**src/rtl/control_turnos.sv**
```systemverilog
// control_turnos -- battleship turn sequencer.
//
// Runs the game flow between side 0 (human) and side 1 (PC): accepts a shot
// from the side whose turn it is, runs the board-lookup handshake, pulses the
// defender's lost-ship register enable on a hit and checks that register's
// status vector for end of game.
//
// Ports:
//   clk, rst            clock; asynchronous active-low reset
//   start               start a new game (IDLE/OVER only)
//   shot_valid/x/y      shot from the active side; shot_ready high in WAIT_SHOT
//   lookup_req/side/x/y board lookup request, held until lookup_done
//   lookup_done/hit     lookup result, valid together
//   reg_enable[1:0]     one-cycle enable to the defender's lost-ship register
//   lost_p0/lost_p1     ship status vectors (1 = still afloat)
//   clear_boards        one-cycle pulse on game start
//   turn                side currently shooting
//   hit/miss/timeout_pulse  one-cycle event flags
//   game_over, winner   end-of-game status
module control_turnos #(
  parameter int NUM_BARCOS     = 5,
  parameter int COORD_W        = 3,
  parameter int TIMEOUT_CYCLES = 16
) (
  input  logic                  clk,
  input  logic                  rst,
  input  logic                  start,
  input  logic                  shot_valid,
  input  logic [COORD_W-1:0]    shot_x,
  input  logic [COORD_W-1:0]    shot_y,
  output logic                  shot_ready,
  output logic                  lookup_req,
  output logic                  lookup_side,
  output logic [COORD_W-1:0]    lookup_x,
  output logic [COORD_W-1:0]    lookup_y,
  input  logic                  lookup_done,
  input  logic                  lookup_hit,
  output logic [1:0]            reg_enable,
  input  logic [NUM_BARCOS-1:0] lost_p0,
  input  logic [NUM_BARCOS-1:0] lost_p1,
  output logic                  clear_boards,
  output logic                  turn,
  output logic                  hit_pulse,
  output logic                  miss_pulse,
  output logic                  timeout_pulse,
  output logic                  game_over,
  output logic                  winner
);

  localparam int TW = $clog2(TIMEOUT_CYCLES);

  typedef enum logic [2:0] {
    S_IDLE,
    S_WAIT_SHOT,
    S_LOOKUP,
    S_UPDATE,
    S_CHECK,
    S_SWITCH,
    S_OVER
  } state_t;

  state_t               r_state;
  logic                 r_turn;
  logic                 r_winner;
  logic [TW-1:0]        r_timer;
  logic [COORD_W-1:0]   r_x;
  logic [COORD_W-1:0]   r_y;
  logic                 r_side;
  logic                 r_clear;
  logic                 r_hit;
  logic                 r_miss;
  logic                 r_timeout;
  logic [NUM_BARCOS-1:0] w_def_vec;

  // Defender's status vector: the side not currently shooting.
  assign w_def_vec = r_turn ? lost_p0 : lost_p1;

  always_ff @(posedge clk or negedge rst) begin
    if (!rst) begin
      r_state   <= S_IDLE;
      r_turn    <= 1'b0;
      r_winner  <= 1'b0;
      r_timer   <= '0;
      r_x       <= '0;
      r_y       <= '0;
      r_side    <= 1'b0;
      r_clear   <= 1'b0;
      r_hit     <= 1'b0;
      r_miss    <= 1'b0;
      r_timeout <= 1'b0;
    end else begin
      r_clear   <= 1'b0;
      r_hit     <= 1'b0;
      r_miss    <= 1'b0;
      r_timeout <= 1'b0;
      case (r_state)
        S_IDLE, S_OVER: begin
          if (start) begin
            r_clear <= 1'b1;
            r_turn  <= 1'b0;
            r_timer <= '0;
            r_state <= S_WAIT_SHOT;
          end
        end
        S_WAIT_SHOT: begin
          // A shot in the expiry cycle takes priority over the timeout.
          if (shot_valid) begin
            r_x     <= shot_x;
            r_y     <= shot_y;
            r_side  <= ~r_turn;
            r_state <= S_LOOKUP;
          end else if (r_timer == TW'(TIMEOUT_CYCLES - 1)) begin
            r_timeout <= 1'b1;
            r_state   <= S_SWITCH;
          end else begin
            r_timer <= r_timer + TW'(1);
          end
        end
        S_LOOKUP: begin
          if (lookup_done) begin
            if (lookup_hit) begin
              r_hit   <= 1'b1;
              r_state <= S_UPDATE;
            end else begin
              r_miss  <= 1'b1;
              r_state <= S_SWITCH;
            end
          end
        end
        S_UPDATE: r_state <= S_CHECK;
        S_CHECK: begin
          if (w_def_vec == '0) begin
            r_winner <= r_turn;
            r_state  <= S_OVER;
          end else begin
            r_timer <= '0;
            r_state <= S_WAIT_SHOT;
          end
        end
        S_SWITCH: begin
          r_turn  <= ~r_turn;
          r_timer <= '0;
          r_state <= S_WAIT_SHOT;
        end
        default: r_state <= S_IDLE;
      endcase
    end
  end

  // Level outputs decode the state register directly so they follow the
  // asynchronous reset without waiting for a clock edge.
  assign shot_ready    = (r_state == S_WAIT_SHOT);
  assign lookup_req    = (r_state == S_LOOKUP);
  assign game_over     = (r_state == S_OVER);
  assign reg_enable    = (r_state == S_UPDATE) ? (r_turn ? 2'b01 : 2'b10) : 2'b00;
  assign lookup_side   = r_side;
  assign lookup_x      = r_x;
  assign lookup_y      = r_y;
  assign clear_boards  = r_clear;
  assign turn          = r_turn;
  assign hit_pulse     = r_hit;
  assign miss_pulse    = r_miss;
  assign timeout_pulse = r_timeout;
  assign winner        = r_winner;

endmodule

```
**config.mk**
```make
export PLATFORM = sky130hd
export DESIGN_NAME = control_turnos
export DESIGN_NICKNAME = d
export VERILOG_FILES = /design/src/rtl/control_turnos.sv
export SDC_FILE = /design/constraint.sdc
export NUM_CORES = 1
export LEC_CHECK = 0
export BUFFER_PORTS_ARGS = -buffer_cell sky130_fd_sc_hd__buf_2
export CAP_MARGIN = 5
export CORE_AREA = 3 3 53 55
export CTS_CLUSTER_SIZE = 25
export DETAILED_ROUTE_END_ITERATION = 12
export DIE_AREA = 0 0 56 58
export PLACE_DENSITY = 0.76
export SLEW_MARGIN = 25
export SYNTH_ARGS = -nofsm -noshare
export SYNTH_HDL_FRONTEND = slang
export SYNTH_SLANG_ARGS = --single-unit
```
**constraint.sdc**
```tcl
create_clock -name clk -period 1.9 [get_ports clk]
set_input_delay 0 -clock clk [delete_from_list [all_inputs] [get_ports clk]]
set_output_delay 0 -clock clk [all_outputs]
set_load 0.05 [all_outputs]
```
# Yosys cells after proc, flatten, opt, wreduce, memory -nomap -nowiden
# Cells that the tools add are included.
# Widths: inputs -> output; s select.
[classes] mux=28 n_addsub=1 eq_ne=13 shift=0 n_bitwise=1 div=0 mul=0 reduce_logical=10 order_cmp=0
[ops] operator="$mux 3" n=6
[ops] operator="$pmux 3 s6" n=1
[ops] operator="$mux 4" n=4
[ops] operator="$pmux 4 s4" n=1
[ops] operator="$mux 1" n=12
[ops] operator="$eq 3x3->1 const B" n=3
[ops] operator="$ne 2x2->1 const B" n=4
[ops] operator="$eq 3x2->1 const B" n=2
[ops] operator="$reduce_and 2->1" n=3
[ops] operator="$logic_not 5->1" n=1
[ops] operator="$mux 5" n=1
[ops] operator="$reduce_and 5->1" n=1
[ops] operator="$add 4x1->4 const B" n=1
[ops] operator="$eq 4x4->1 const B" n=1
[ops] operator="$mux 2" n=2
[ops] operator="$reduce_bool 4->1" n=1
[ops] operator="$eq 3x1->1 const B" n=1
[ops] operator="$logic_not 3->1" n=1
[ops] operator="$ne 3x2->1 const B" n=1
[ops] operator="$reduce_and 3->1" n=1
[ops] operator="$ne 2x1->1 const B" n=1
[ops] operator="$pmux 1 s2" n=1
[ops] operator="$reduce_bool 2->1" n=1
[ops] operator="$reduce_or 2->1" n=1
[ops] operator="$not 1->1" n=1
[totals] wordCells=64 out_inout_bits=18 register_bits=20 latch_bits=0 ramBits=0 rom_bits=0 n_memories=0

# Depth between registers and ports, before layout
[depth] ltp_word=4 ltp_mapped=5

# Worst setup path before layout
# OpenSTA, ideal clock, no wires.
[synth_path] path_kind="register to register" from="register r_state[1]" to="register r_state[2]" stages_incl_launch_ff=5 path_slack_ns=0.178 t_required_ns=1.779 n_path_buf=0 arrival_time_ns=1.601 cell_sequence="dfrtp_1 > nor3b_4 > nor3b_2 > a311oi_1 > a22o_1"
[synth_via] elab_cells_between_ends=13 classes_between="eq/ne (9); mux (1); reduce/logical (3)"
[synth_rtl] item="start: declaration" line_no="62" rtl="state_t r_state;"
[synth_rtl] item="start signal: assignment" line_no="80" rtl="r_state <= S_IDLE;"
[synth_rtl] item="start signal: assignment" line_no="102" rtl="r_state <= S_WAIT_SHOT;"
[synth_rtl] item="start signal: assignment" line_no="111" rtl="r_state <= S_LOOKUP;"
[synth_rtl] item="$eq 3x1->1 *"
[synth_rtl] item="via shot_ready" line_no="31" rtl="output logic shot_ready,"
[synth_rtl] item="$ne 3x2->1 (no source line)"
[synth_rtl] item="$reduce_and 3->1 (no source line)"
# The timed path passes the listed nets; every way through them passes the cells marked *.
# A chain may end at the register's enable or synchronous reset.

# Worst setup path after layout
[layout_path] from="register r_state[1]" to="output port lookup_req"
[layout_via] elab_chain_cells=1
[layout_lines] item="$eq 3x2->1" line_no="153" rtl="assign lookup_req = (r_state == S_LOOKUP);"
[layout_lines] item="end: declaration" line_no="32" rtl="output logic lookup_req,"
# Every way passes these cells.

==> metrics.txt <==
outcome complete, no violations; DRT Wirelength about 2700 um; top cell type by total area after synthesis dfrtp_1; final setup vio count 0; Starting Density 0.468; die outline height roughly 58 um; CP max FO 16; initial antenna violation count 0; routed len/inst 13.8 um; largest family of logic cells by synthesized area simple AND/OR/NAND/NOR gates; YS warnings 0; 1st-pass router iterations 4; commonest non-fill, non-tap cells in the layout 39 x buf_2, 27 x nand2_1, 20 x dfrtp_1; area fraction in and, or, nand and nor cells after synthesis 0.307; RePlAce Congestion roughly 0.87; largest net degree at the start of global routing 21; Synth Area per Inst about 9.5 sq um; worst clock skew 0.00283 ns; Setup Total Neg Slack 0 ns; GRT busiest layer met2; Post-Synth Adder-Cell Area 0.0110; CTS Root Buffer Type clkbuf_4; mux share of post-synthesis cell area 0.0220; final max-slew violation count 0; met1 Use GR 0.224; DR vias between 1000 and 1500; Final Hold Fails 0; Congestion Overflow GR 0; gr usage total 0.176; drt drc 0; met2 Usage GRT 0.297; Inserted Diodes 0; vias in the first global route 1030; Synth Area in XOR/XNOR 0; met3 Resource Use GR 0.0290; Inserted Clock Buffers 3; Fillers 207; core area 0.00243 sq mm; post-CTS sizing 0; layout cells sized above 1 0.327; FMAX about 570 MHz; RSZ-0062 raised after global routing false; DR iter-0 viols 32; Mapped Area about 0.0011 sq mm; Seq/Total Area, Yosys 0.440; drt via density between 5 and 6; Worst Setup Path Type reg -> out; Slew HR 0.678; Die ar. ~0.0032 sq mm; post-DP HPWL about 1900 um; Power Dens Cells around 1500 mW/mm^2; Worst Tran Pin Value about 0.48 ns; Mapped Nets ~140; Layout Nets about 190; postcts setup bufs 0; H-tree Lvls 1; CTS tree built; Worst EP arrival roughly 1.7 ns; main area contributors after synthesis dfrtp_1 44%, nand2_1 8.9%, nor2b_1 2.7%; total power ~2.3 mW; buffers added on ports 39; Die W roughly 56 um; Final ANT Viol Nets 0; # rows 18; fin crit share 0.918; clk slew on worst S/H paths 0.12 ns; Max Buffers Root-to-Sink 2; CP required about 1.9 ns; post-route minimum period 1.74 ns; commonest non-fill, non-tap cell in the layout buf_2; area grow syn2layout 30.9%; CP Capture Type output port; Leak 0.768 nW; Mapped Cells 120; Worst-Skew Late Latency ~0.31 ns; max_cap viols 0; Yosys cell types 44; IR drop worst, VDD ~0.00088 V; startpoint types register; first-pass GRT wire length 4550 um; Hold Crit Class in -> reg; CTS Hold Buffers Added 10; IO Count 40; flops & latches, synth 20; compound-cell area share of the yosys netlist 0.178; share of the synthesized area in the top cell type 0.440; clock sink count 20
-- critical path, cell delays in order (launching register included) --
cell and delay (ns):
dfrtp_1 0.66, nor2b_1 0.27, and2_1 0.22, buf_2 0.29
-- synth_stat cells, drive strengths merged --
master / number
a2111oi: 1
a211oi: 1
a21boi: 1
a21oi: 2
a221oi: 1
a22o: 2
a22oi: 1
a311oi: 2
a32oi: 3
a41oi: 1
and2: 3
and2b: 2
and3: 3
buf: 5
dfrtp: 20
ha: 1
inv: 4
mux2: 1
mux2i: 1
nand2: 28
nand2b: 3
nand3: 2
nor2: 7
nor2b: 5
nor3: 3
nor3b: 2
nor4: 2
o21ai: 6
o21ba: 1
o21bai: 1
o221ai: 1
o22ai: 1
o31ai: 1
or2: 1
or3: 1
-- per-layer routing --
metal | part of all wire | up-vias
li1 | - | 521
met1 | 0.43 | 481
met2 | 0.51 | 36
met3 | 0.044 | 4
met4 | 0.014 | 0
met5 | 0 | -
-- cell families after synthesis --
| logic type | Yosys count |
|---|---|
| AOI/OAI and AO/OA | 26 |
| adders and majority gates | 1 |
| buffers and inverters | 9 |
| DFF | 20 |
| muxes | 2 |
| and+or+nand+nor | 62 |
-- final timing paths --
check / depth (start not counted) / slack [ns] / start / to
setup / recovery: 3 / 0.16 / r_state[1] / lookup_req
hold / removal: 3 / 0.01 / start / r_state[2]
setup reg to reg: 4 / 0.29 / r_state[1] / r_state[2]
hold reg to reg: 2 / 0.49 / lookup_y[2] / lookup_y[2]
max in group asynchronous: 2 / 1.45 / rst / lookup_x[1]
min in group asynchronous: 2 / 0.15 / rst / r_state[2]
-- layout make-up --
type	instances	area, sq um	area share
clock buffers	3	22.5	0.0151
flip-flops and latches	20	500	0.336
clock inverters	1	30.0	0.0202
well taps	30	37.5	0.0252
multi-input cells	91	589	0.395
inverters	4	15.0	0.0101
repair buffers	49	295	0.198
-- through the flow --
stage / hold WS [ns] / utilization / setup WS (ns) / area, sq um / std cells
final: 0.0116 / 0.613 / 0.156 / 1490 / 198
after global routing: 0.0172 / 0.613 / 0.0173 / 1490 / 198
after global placement: -0.0286 / 0.550 / 0.353 / 1340 / 184
after floorplan: -0.296 / - / 0.178 / 1140 / 120
after detailed placement: -0.0209 / 0.550 / 0.325 / 1340 / 184
after CTS: 0.00498 / 0.613 / 0.167 / 1490 / 198
-- registers in the layout, summed over array words and instances (netlist names) --
signal and count:
lookup_x 3, timeout_pulse 1, r_state 3, turn 1
lookup_y 3, hit_pulse 1, lookup_side 1, clear_boards 1
miss_pulse 1, winner 1, r_timer 4
-- report_power, final --
part           leakage (nW)  internal (mW)  switching (mW)  total, mW
Combinational         0.480          0.363           0.784       1.15
Clock                0.0279          0.213           0.144      0.357
Sequential            0.260          0.568           0.179      0.747
Total                 0.768           1.14            1.11       2.25
Power figures use the tool's default switching activity.
